## config.mk

```make
export PLATFORM = sky130hd
export DESIGN_NAME = rtype_exec_unit
export DESIGN_NICKNAME = d
export VERILOG_FILES = /design/src/rtl/exec_pkg.sv /design/src/rtl/alu32.sv /design/src/rtl/rtype_exec_unit.sv
export SDC_FILE = /design/constraint.sdc
export NUM_CORES = 1
export LEC_CHECK = 0
export ABC_CLOCK_PERIOD_IN_PS = 4300
export CAP_MARGIN = 30
export CELL_PAD_IN_SITES_DETAIL_PLACEMENT = 1
export CELL_PAD_IN_SITES_GLOBAL_PLACEMENT = 1
export CORE_MARGIN = 8
export CORE_UTILIZATION = 48
export CTS_BUF_LIST = sky130_fd_sc_hd__clkbuf_8
export CTS_CLUSTER_DIAMETER = 100
export DETAILED_ROUTE_END_ITERATION = 16
export HOLD_SLACK_MARGIN = 0.06
export PLACE_DENSITY_LB_ADDON = 0.08
export SLEW_MARGIN = 20
export SYNTH_ARGS = -nofsm -noshare
export SYNTH_HDL_FRONTEND = slang
export SYNTH_SLANG_ARGS = --single-unit
```

## constraint.sdc

```tcl
create_clock -name clk -period 4.3 [get_ports clk]
set_input_delay 0.86 -clock clk [delete_from_list [all_inputs] [get_ports clk]]
set_output_delay 0.86 -clock clk [all_outputs]
set_load 0.02 [all_outputs]
```

## src/rtl/exec_pkg.sv

```systemverilog
// Shared types and constants for the R-type execute/write-back stage.
package exec_pkg;

    typedef enum logic [1:0] {
        IDLE = 2'd0,
        READ = 2'd1,
        EXEC = 2'd2,
        WB   = 2'd3
    } state_e;

    localparam logic [5:0] OP_RTYPE = 6'h00;

    localparam logic [5:0] F_ADD  = 6'h20;
    localparam logic [5:0] F_ADDU = 6'h21;
    localparam logic [5:0] F_SUB  = 6'h22;
    localparam logic [5:0] F_SUBU = 6'h23;
    localparam logic [5:0] F_AND  = 6'h24;
    localparam logic [5:0] F_OR   = 6'h25;
    localparam logic [5:0] F_XOR  = 6'h26;
    localparam logic [5:0] F_NOR  = 6'h27;
    localparam logic [5:0] F_SLT  = 6'h2A;
    localparam logic [5:0] F_SLTU = 6'h2B;
    localparam logic [5:0] F_SLL  = 6'h00;
    localparam logic [5:0] F_SRL  = 6'h02;

    // Instruction field boundaries
    localparam int unsigned OP_HI    = 31;
    localparam int unsigned OP_LO    = 26;
    localparam int unsigned RS_HI    = 25;
    localparam int unsigned RS_LO    = 21;
    localparam int unsigned RT_HI    = 20;
    localparam int unsigned RT_LO    = 16;
    localparam int unsigned RD_HI    = 15;
    localparam int unsigned RD_LO    = 11;
    localparam int unsigned SHAMT_HI = 10;
    localparam int unsigned SHAMT_LO = 6;
    localparam int unsigned FUNCT_HI = 5;
    localparam int unsigned FUNCT_LO = 0;

endpackage

```

## src/rtl/alu32.sv

```systemverilog
// Combinational R-type ALU: result, signed overflow for add/sub, illegal funct flag.
module alu32
    import exec_pkg::*;
#(
    parameter int unsigned DATA_W = 32
) (
    input  logic [DATA_W-1:0] a,
    input  logic [DATA_W-1:0] b,
    input  logic [4:0]        shamt,
    input  logic [5:0]        funct,
    output logic [DATA_W-1:0] result,
    output logic              ovf,
    output logic              illegal
);

    logic [DATA_W-1:0] sum;
    logic [DATA_W-1:0] diff;

    assign sum  = a + b;
    assign diff = a - b;

    // Operation select and overflow detection
    always_comb begin
        result  = '0;
        ovf     = 1'b0;
        illegal = 1'b0;
        case (funct)
            F_ADD: begin
                result = sum;
                ovf    = (a[DATA_W-1] == b[DATA_W-1]) && (sum[DATA_W-1] != a[DATA_W-1]);
            end
            F_ADDU: result = sum;
            F_SUB: begin
                result = diff;
                ovf    = (a[DATA_W-1] != b[DATA_W-1]) && (diff[DATA_W-1] != a[DATA_W-1]);
            end
            F_SUBU: result = diff;
            F_AND:  result = a & b;
            F_OR:   result = a | b;
            F_XOR:  result = a ^ b;
            F_NOR:  result = ~(a | b);
            F_SLT:  result = {{(DATA_W-1){1'b0}}, ($signed(a) < $signed(b))};
            F_SLTU: result = {{(DATA_W-1){1'b0}}, (a < b)};
            F_SLL:  result = b << shamt;
            F_SRL:  result = b >> shamt;
            default: illegal = 1'b1;
        endcase
    end

endmodule

```

## src/rtl/rtype_exec_unit.sv

```systemverilog
// Multi-cycle R-type execute/write-back stage: IDLE -> READ -> EXEC -> WB.
module rtype_exec_unit
    import exec_pkg::*;
#(
    parameter int unsigned DATA_W = 32,
    parameter int unsigned ADDR_W = 5
) (
    input  logic              clk,
    input  logic              Reset,
    input  logic              inst_valid,
    input  logic [31:0]       inst,
    output logic              inst_ready,
    output logic [ADDR_W-1:0] R_Addr_A,
    output logic [ADDR_W-1:0] R_Addr_B,
    input  logic [DATA_W-1:0] R_Data_A,
    input  logic [DATA_W-1:0] R_Data_B,
    output logic [ADDR_W-1:0] W_Addr,
    output logic [DATA_W-1:0] W_Data,
    output logic              Write_Reg,
    output logic              done,
    output logic              err,
    output logic              ovf
);

    state_e            state_q, state_d;
    logic [31:0]       inst_q;
    logic [DATA_W-1:0] a_q, b_q, result_q;
    logic [ADDR_W-1:0] waddr_q;
    logic              err_q, ovf_q;
    logic              accept;

    logic [DATA_W-1:0] alu_result;
    logic              alu_ovf, alu_illegal, illegal_op;

    alu32 #(.DATA_W(DATA_W)) u_alu (
        .a       (a_q),
        .b       (b_q),
        .shamt   (inst_q[SHAMT_HI:SHAMT_LO]),
        .funct   (inst_q[FUNCT_HI:FUNCT_LO]),
        .result  (alu_result),
        .ovf     (alu_ovf),
        .illegal (alu_illegal)
    );

    assign illegal_op = alu_illegal || (inst_q[OP_HI:OP_LO] != OP_RTYPE);
    assign accept     = inst_valid && inst_ready;

    // Read addresses come straight from the captured instruction, so they hold until the next accept
    assign R_Addr_A = inst_q[RS_HI:RS_LO];
    assign R_Addr_B = inst_q[RT_HI:RT_LO];
    assign W_Addr   = waddr_q;
    assign W_Data   = result_q;
    assign err      = err_q;
    assign ovf      = ovf_q;

    // State register
    always_ff @(posedge clk) begin
        if (!Reset) state_q <= IDLE;
        else        state_q <= state_d;
    end

    // Next-state logic
    always_comb begin
        state_d = state_q;
        case (state_q)
            IDLE:    if (accept) state_d = READ;
            READ:    state_d = EXEC;
            EXEC:    state_d = WB;
            WB:      state_d = IDLE;
            default: state_d = IDLE;
        endcase
    end

    // Handshake and retire outputs; all gated by reset so an abort never writes
    always_comb begin
        inst_ready = Reset && (state_q == IDLE);
        done       = Reset && (state_q == WB);
        Write_Reg  = done && !err_q && !ovf_q && (waddr_q != '0);
    end

    // Instruction capture, operand latch and result latch
    always_ff @(posedge clk) begin
        if (!Reset) begin
            inst_q   <= '0;
            a_q      <= '0;
            b_q      <= '0;
            result_q <= '0;
            waddr_q  <= '0;
            err_q    <= 1'b0;
            ovf_q    <= 1'b0;
        end else begin
            if (accept) inst_q <= inst;
            if (state_q == READ) begin
                a_q <= R_Data_A;
                b_q <= R_Data_B;
            end
            if (state_q == EXEC) begin
                result_q <= alu_result;
                waddr_q  <= inst_q[RD_HI:RD_LO];
                err_q    <= illegal_op;
                ovf_q    <= alu_ovf && !illegal_op;
            end
        end
    end

endmodule

```

* Yosys cells after proc, flatten, opt, wreduce, memory -nomap -nowiden
Cells that the tools add are included.
** Storage, ports and cells
- Register bits after elaboration :: 137
- Bits in latches :: 0
- RAM bits :: 0
- Memory bits (read-only) :: 0
- Bits of input ports :: 99
- Output and inout bits :: 52
- Word-level logic and storage cells :: 62
- Memories :: 0
** Cells by class
- Add/subtract/negate cells :: 2
- Multiply operators :: 0
- Divide/modulo/power cells :: 0
- Magnitude comparators :: 2
- Equality and inequality tests :: 19
- Shift-type cells :: 2
- Mux-type cells :: 5
- Bitwise operators :: 4
- Reductions and logical operators :: 20
** Operators with widths (count)
- $pmux W32 S10 :: 1
- $lt A32 B32 Y1 :: 2
- $eq A6 B6 Y1 const B :: 10
- $add A32 B32 Y32 :: 1
- $and A32 B32 Y32 :: 1
- $not A32 Y32 :: 1
- $or A32 B32 Y32 :: 1
- $shl A32 B5 Y32 :: 1
- $shr A32 B5 Y32 :: 1
- $sub A32 B32 Y32 :: 1
- $xor A32 B32 Y32 :: 1
- $reduce_or A12 Y1 :: 1
- $logic_and A1 B1 Y1 :: 9
- $pmux W2 S4 :: 1
- $eq A6 B2 Y1 const B :: 1
- $logic_not A6 Y1 :: 1
- $reduce_bool A6 Y1 :: 1
- $reduce_bool A5 Y1 :: 1
- $eq A2 B2 Y1 const B :: 2
- $reduce_or A2 Y1 :: 2
- $logic_not A1 Y1 :: 3
- $ne A1 B1 Y1 :: 3
- $eq A2 B1 Y1 const B :: 1
- $logic_not A2 Y1 :: 1
- other kinds (6) :: 6

* Depth between registers and ports, before layout
Gate-level depths: netlist of the first run.
- Depth after elaboration :: 6
- Mapped depth :: 13
- Mapped depth without buffers :: 13

* Cells and area by module
A second synthesis of the first run with hierarchy kept.
** Unflattened totals
- Cells, all modules :: 1848
- Area total of the unflattened synthesis :: 14116.0 µm²
** Modules (own cells, without submodules)
- alu32 :: instances 1, cells each 1344, area each 8843.5 µm², sequential area each 0.0 µm²
- rtype_exec_unit :: instances 1, cells each 504, area each 5272.6 µm², sequential area each 2742.6 µm²

* Least setup slack after synthesis of the first run
OpenSTA, ideal clock, no wires.
- Path kind :: input port to output port
- Start point :: in Reset
- End point :: out Write_Reg
- Data arrival time :: 1.988 ns
- Data required time :: 3.440 ns
- Path slack :: 1.452 ns
- Stages :: 3
- Path buffers :: 1
- Cell sequence :: clkbuf_8 and2_1 nor4b_1
** On the way
- Word-level cells in the longest chain between the ends :: 4
** Ends and longest elaborated chain
- start, declared :: RTL line rtype_exec_unit.sv:9 : input logic Reset,
- $logic_and A1 B1 Y1 :: RTL line rtype_exec_unit.sv:77 : done = Reset && (state_q == WB);
- named net done :: RTL line rtype_exec_unit.sv:20 : output logic done,
- $logic_and A1 B1 Y1 (3 in a row) :: RTL line rtype_exec_unit.sv:78 : Write_Reg = done && !err_q && !ovf_q && (waddr_q != '0);
- end, declared :: RTL line rtype_exec_unit.sv:19 : output logic Write_Reg,
The timed path passes the listed nets, and every way through them passes these cells.

* Worst setup path in the final report of the first run
- Start point :: reg b_q[0]
- End point :: reg result_q[28], in the netlist W_Data[28]
** On the way
- Word-level cells in the longest chain between the ends :: 2
- Elaborated cells on any way between the ends :: 5
- Those cells by class :: 2 x add/sub; 2 x shift; 1 x mux
** Ends and longest elaborated chain
- start, declared :: RTL line rtype_exec_unit.sv:27 : logic [DATA_W-1:0] a_q, b_q, result_q;
- start signal, assigned :: RTL line rtype_exec_unit.sv:95 : b_q <= R_Data_B;
- $sub A32 B32 Y32, or another cell as far along :: RTL line alu32.sv:20 : assign diff = a - b;
- $pmux W32 S10 (*) :: RTL line alu32.sv:27 : case (funct)
- end signal, assigned :: RTL line rtype_exec_unit.sv:98 : result_q <= alu_result;
- end, declared :: RTL line rtype_exec_unit.sv:27
Mark *: on every way between the ends. The rest lies on a longest branch, timed or not.
A chain may end at the register's enable or synchronous reset.

==> results.cfg, run 1 <==
[outcome]
status = finished clean

[global_routing]
antenna_found_initial = 0
gr-total-overflow = 0
grt_pass1_vias = 14642
grt_max_degree = 71
grt_pass1_wl_microns = 90400
grt.total_usage = 0.332

[setup_path]
r2r-start = b_q[0]$_SDFFE_PN0N_
worst_path_max_delay_cell = dfxtp_1
path_class = flop to flop
crit_path_end_kind = flop
worst_r2r_path_depth = 12
r2r_end = W_Data[28]$_SDFFE_PN0P_
required_ns = 4.76
path_max_fanout = 11
crit_path_start_kind = flop
cp_cell_sequence = ha_1 > inv_1 > fa_1 > nand2b_1 > a2111o_1 > a31o_1 > o211ai_2 > a41oi_2 > a211oi_2 > o22ai_1 > o2111a_1 > a221oi_2
r2r_setup_slack_ns = 0.67
worstPathArrival_ns = 4.09
critical_path.max_stage_delay_ns = 0.59

[die]
start_util = 0.482
die_area_sq_um = 35200
die_y_microns = 188
die_x_microns = 188
rows = 63
pin_count = 151
coreArea_sq_um = 29300

[synthesis]
ys_warn_count = 0
ys_types = 92
synth.cell_area_sq_um = 14100
synth_edf_count = 0
syn-num-nets = 1967
avgSynthCellArea_sq_um = 8.02
synthFlopType = dfxtp_1
synth-seq-cells = 137
synthCells = 1762
synth-seq-area-share = 0.194
ys_async_sr_fraction = 0

[routing]
route.detailed.drc = 0
antenna_left = 0
dr_total_vias = 14521
first_iter_violations = 1531
via_per_inst = 6.49
wl_per_cell_microns = 26.8
drt_wl_total_microns = 60100
drt_pass1_iterations = 6

[timing]
max_freq_mhz = 275
slew_viol_final = 0
setup_viol = 0
min_period_ns = 3.63
clock_skew_ns = 0.0217
rsz0062_at_grt = no
worstMarginPinSlew_ns = 0.946
tns_ns = 0
hold_viol = 0
maxSlewHeadroom = 0.362
timing.hold.ws_ns = 0.462
fin_crit_sh = 0.845

[clocking]
clockRootBuffer = clkbuf_8
htreeDepth = 4
path_clk_slew_ns = 0.11
ctsLongestPathBuffers = 2
clock_latency_ns = 0.54
cts_resized = 0
cts_setup_buffers = 0
cts_sinks = 137
numCtsBuffers = 17
cts_tree = done
cts_hold_buffers = 0

[final_layout]
layout.nets = 2040
fillers = 3558
final_common_cell = nand2_1
diodes = 0
final_cell_mix = nand2_1, mux2i_1, clkdlybuf4s50_1
final_core_util = 0.552
final_area_sq_um = 16200
final_layout_size_suffix_gt1_frac = 0.0996
syn2layout_area_growth_pct = 14.6

[power_and_ir_drop]
pwr-share-comb = 0.659
switchingPower_mw = 4.68
power.density_nw_per_um2 = 546
finalPower_mw = 8.85
p_clk_frac = 0.123
p_leak_nw = 5.84
p_int_mw = 4.16
seqPwrFrac = 0.218
peakVddDrop_uv = 260
switching_share = 0.529

[place]
post_dp_cell_area_sq_um = 15700
port_buffers = 150
gp_congestion = 1.04
dp_hpwl_microns = 46300

[hold_path]
hp-class = flop to flop
hold-path-endpoint = inst_q[19]$_SDFFE_PN0P_
min_delay_path_depth = 2
hp-start = inst_q[19]$_SDFFE_PN0P_

[flow_run]
maxCapViolations = 0
==> worst max-delay path: cells and delay by family (launching register included) <==
kind | cells | cell delay, ns
compound gates | 8 | 2.05
fa+ha+maj | 2 | 0.65
buf+inv | 1 | 0.07
flops | 1 | 0.59
simple gates | 1 | 0.20
==> synthesized netlist by cell type, drive strengths merged, types with 4 or more instances <==
cell / number / share of area
o21ai: 147 / 0.052
xor2: 9 / 0.0056
nand3: 11 / 0.0039
nand2: 180 / 0.048
o311ai: 5 / 0.0036
dfxtp: 137 / 0.19
nor2: 128 / 0.034
a222oi: 8 / 0.0057
a32oi: 5 / 0.0031
nor2b: 80 / 0.035
xnor2: 52 / 0.032
nand2b: 11 / 0.0049
o31ai: 14 / 0.0078
a22oi: 22 / 0.012
o21bai: 12 / 0.0064
or2: 8 / 0.0035
a21oi: 118 / 0.042
inv: 98 / 0.026
a21boi: 4 / 0.0021
nor4: 13 / 0.0073
o221ai: 7 / 0.0043
o21a: 4 / 0.0021
ha: 104 / 0.092
or2b: 5 / 0.0028
nand4: 7 / 0.0031
or3: 7 / 0.0032
nor3: 16 / 0.0057
o22ai: 12 / 0.0053
a211oi: 31 / 0.017
o211a: 5 / 0.0035
a22o: 6 / 0.0037
a31oi: 13 / 0.0058
o211ai: 21 / 0.012
and3: 11 / 0.0050
mux4: 45 / 0.072
a221oi: 6 / 0.0046
a221o: 4 / 0.0028
or4: 4 / 0.0021
o31a: 4 / 0.0025
clkbuf: 74 / 0.023
buf: 72 / 0.031
mux2i: 168 / 0.12
a21o: 17 / 0.0092
mux2: 14 / 0.011
==> metrics by stage <==
step,instances,worst slack [ns]
after floorplan,1762,1.45
after global placement,2203,0.913
final,2238,0.666
after detailed placement,2203,0.780
after CTS,2235,0.774
after global routing,2238,0.549
==> flip-flops by register name (all words and copies together) (netlist names) <==
register	flops
state_q	2
err	1
W_Data	32
a_q	32
ovf	1
b_q	32
inst_q	32
W_Addr	5
==> cells by family after synthesis <==
kind of cell,synth area share
AND/OR/NAND/NOR,0.167
AO/OA/AOI/OAI,0.224
buffers and inverters,0.0803
multiplexers,0.202
flip-flops,0.194
adder cells (fa/ha/maj),0.0949
XOR/XNOR,0.0378
==> area by class of cell <==
class	count	area, sq um	area share
tap	390	488	0.0301
inverter	99	374	0.0231
multi-input combinational	1380	10300	0.634
timing repair buffer	200	1930	0.119
sequential	137	2760	0.170
clock inverter	14	128	0.00788
clock buffer	18	248	0.0153
==> routing by layer <==
layer,vias to the layer above,GRT usage,routed length [microns]
met3,176,0.0604,4450
met1,7185,0.406,24100
met5,-,0,0
met2,714,0.531,27100
met4,0,0.212,4390
li1,6446,-,-
==> power by group through the flow <==
stage          Clock, mW  Combinational, mW  Sequential [mW]
6_report            1.09               5.83             1.93
5_1_grt             1.16               6.19             1.96
4_1_cts             1.11               5.60             1.95
3_5_place_dp           0               5.56             1.98
3_3_place_gp           0               5.44             1.96
2_1_floorplan          0               3.99             1.76
==> worst max path at each step <==
| stage | startpoint | to | slack [ns] | depth (start not counted) |
|---|---|---|---|---|
| finish | b_q[0]$_SDFFE_PN0N_ | W_Data[28]$_SDFFE_PN0P_ | 0.67 | 12 |
| global route | b_q[0]$_SDFFE_PN0N_ | W_Data[28]$_SDFFE_PN0P_ | 0.55 | 12 |
| CTS | b_q[0]$_SDFFE_PN0N_ | W_Data[28]$_SDFFE_PN0P_ | 0.77 | 12 |
| detailed placement | b_q[0]$_SDFFE_PN0N_ | W_Data[28]$_SDFFE_PN0P_ | 0.78 | 12 |
| global placement | b_q[0]$_SDFFE_PN0N_ | W_Data[28]$_SDFFE_PN0P_ | 0.91 | 12 |
| floorplan | Reset | Write_Reg | 1.45 | 3 |
Power figures use the tool's default switching activity.
==> run 2, diff against run 1 <==
Settings changed: ABC_CLOCK_PERIOD_IN_PS 4300 to 3600, CORE_UTILIZATION 48 to 45.
Clock period 4.3 ns to 3.6 ns, I/O delays scaled along.
==> run 2 against run 1 <==
Against the previous run:
- cell area is 2.7% higher
- setup slack worse by 0.41 ns
- register-to-register slack worse by 0.41 ns
- die area is 6.1% higher
- via count is 2.0% higher
- clock skew is 0.010 ns higher
- first-iteration DRC count is 2.7% lower
- sequential share of layout area is 0.43 points lower
- cell count is 2.9% higher
- core utilization is 2.0 points lower
- combinational power is 29% higher
- global-route usage is 0.99 points higher
- critical endpoint unchanged
- largest power group unchanged
==> results.cfg, run 2 (synthesis gave the netlist of run 1 again) <==
[final_layout]
fin_cells = 2302
layout.nets = 2092
fillers = 3765
final_common_cell = nand2_1
final_layout_size_suffix_gt1_frac = 0.124
syn2layout_area_growth_pct = 17.6
final_cell_mix = nand2_1, mux2i_1, clkdlybuf4s50_1
diodes = 0

[setup_path]
r2r_setup_slack_ns = 0.26
required_ns = 4.04
crit_path_start_kind = flop
cp_cell_sequence = ha_1 > inv_1 > fa_1 > nand2b_1 > a2111o_1 > a31o_1 > o211ai_2 > a41oi_2 > a211oi_2 > o22ai_1 > o2111a_1 > a221oi_2
crit_path_end_kind = flop
worst_r2r_path_depth = 12
worst_path_max_delay_cell = fa_1
critical_path.max_stage_delay_ns = 0.40
path_class = flop to flop
worstPathArrival_ns = 3.78
r2r_end = W_Data[28]$_SDFFE_PN0P_
r2r-start = a_q[0]$_SDFFE_PN0N_
path_max_fanout = 4

[power_and_ir_drop]
p_leak_nw = 6.11
pwr-share-comb = 0.677
switching_share = 0.529
p_int_mw = 5.24
peakVddDrop_uv = 622
switchingPower_mw = 5.87
p_clk_frac = 0.126
power.density_nw_per_um2 = 668
seqPwrFrac = 0.197

[clocking]
cts_setup_buffers = 0
numCtsBuffers = 17
ctsLongestPathBuffers = 2
path_clk_slew_ns = 0.10
cts_resized = 0
cts_sinks = 137
cts_hold_buffers = 0
clock_latency_ns = 0.53
clockRootBuffer = clkbuf_8
htreeDepth = 4
cts_tree = done

[timing]
clock_skew_ns = 0.0320
slew_viol_final = 0
maxSlewHeadroom = 0.419
tns_ns = 0
worstMarginPinSlew_ns = 0.863
max_freq_mhz = 299
min_period_ns = 3.34
hold_viol = 0
fin_crit_sh = 0.928
setup_viol = 0
rsz0062_at_grt = no

[hold_path]
hp-start = inst_q[28]$_SDFFE_PN0P_
hp-class = flop to flop
min_delay_path_depth = 2
hold-path-endpoint = inst_q[28]$_SDFFE_PN0P_

[routing]
wl_met3_microns = 5640
route.detailed.drc = 0
met1_length_microns = 28000
via_per_inst = 6.43
drt_wl_total_microns = 66000
drt_pass1_iterations = 7
top_layer_used = met4
wl_met2_microns = 29700
first_iter_violations = 1489
dr_total_vias = 14810
wl_per_cell_microns = 28.7
antenna_left = 0

[die]
coreArea_sq_um = 31200
die_x_microns = 193
die_area_sq_um = 37300
rows = 65
die_y_microns = 193
start_util = 0.452
pin_count = 151

[outcome]
status = finished clean

[global_routing]
grt_pass1_wl_microns = 98000
grt.total_usage = 0.341
gr-total-overflow = 0
grt_pass1_vias = 14862
grt_max_degree = 68
antenna_found_initial = 0

[place]
numPlacedInstances = 2269
port_buffers = 150
gp_congestion = 1.07
dp_hpwl_microns = 52200

[flow_run]
maxCapViolations = 0
-- run 2: per-stage QoR --
step                      area, sq um  power (mW)  utilization  setup WS (ns)  hold slack (ns)
after floorplan                 14100        6.87            -          0.777            0.436
after global placement          16200        9.34        0.519          0.351            0.443
after detailed placement        16200        9.46        0.519          0.246            0.459
after CTS                       16600        10.9        0.531          0.222            0.473
after global routing            16600        11.6        0.532          0.127            0.503
final                           16600        11.1        0.532          0.258            0.469
-- run 2: how the worst max path moves through the flow --
| stage | cells after the start | from | end | slack, ns |
|---|---|---|---|---|
| 2_1_floorplan | 11 | b_q[1]$_SDFFE_PN0N_ | W_Data[28]$_SDFFE_PN0P_ | 0.78 |
| 3_3_place_gp | 12 | b_q[0]$_SDFFE_PN0N_ | W_Data[0]$_SDFFE_PN0P_ | 0.35 |
| 3_5_place_dp | 13 | b_q[0]$_SDFFE_PN0N_ | W_Data[24]$_SDFFE_PN0P_ | 0.25 |
| 4_1_cts | 12 | b_q[0]$_SDFFE_PN0N_ | W_Data[0]$_SDFFE_PN0P_ | 0.22 |
| 5_1_grt | 13 | b_q[0]$_SDFFE_PN0N_ | W_Data[24]$_SDFFE_PN0P_ | 0.13 |
| 6_report | 12 | a_q[0]$_SDFFE_PN0N_ | W_Data[28]$_SDFFE_PN0P_ | 0.26 |
-- run 2: metal layers --
layer  vias to the layer above  track usage
met4                         0        0.144
met3                       142       0.0776
met2                       756        0.531
met1                      7375        0.450
met5                         -            0
li1                       6537            -
-- run 2: final cells by class --
cell class                 instances  area, sq um  share of cell area
multi-input combinational       1380        10300               0.619
sequential                       137         2760               0.166
timing repair buffer             252         2310               0.139
tap                              402          503              0.0303
inverter                          99          374              0.0225
clock buffer                      17          234              0.0141
clock inverter                    15          156             0.00941
-- run 2: worst max-delay path: cells and delay by family (launching register included) --
kind            cells  cell delay, ns
buf+inv             1            0.08
compound gates      8            2.02
flops               1            0.37
simple gates        1            0.18
fa+ha+maj           2            0.64
-- run 2: power by group through the flow --
stage / Sequential, mW / Clock (mW) / Combinational [mW]
after floorplan: 2.11 / 0 / 4.77
after global placement: 2.20 / 0 / 7.14
after detailed placement: 2.22 / 0 / 7.25
after CTS: 2.18 / 1.41 / 7.31
after global routing: 2.23 / 1.47 / 7.93
final: 2.19 / 1.40 / 7.52
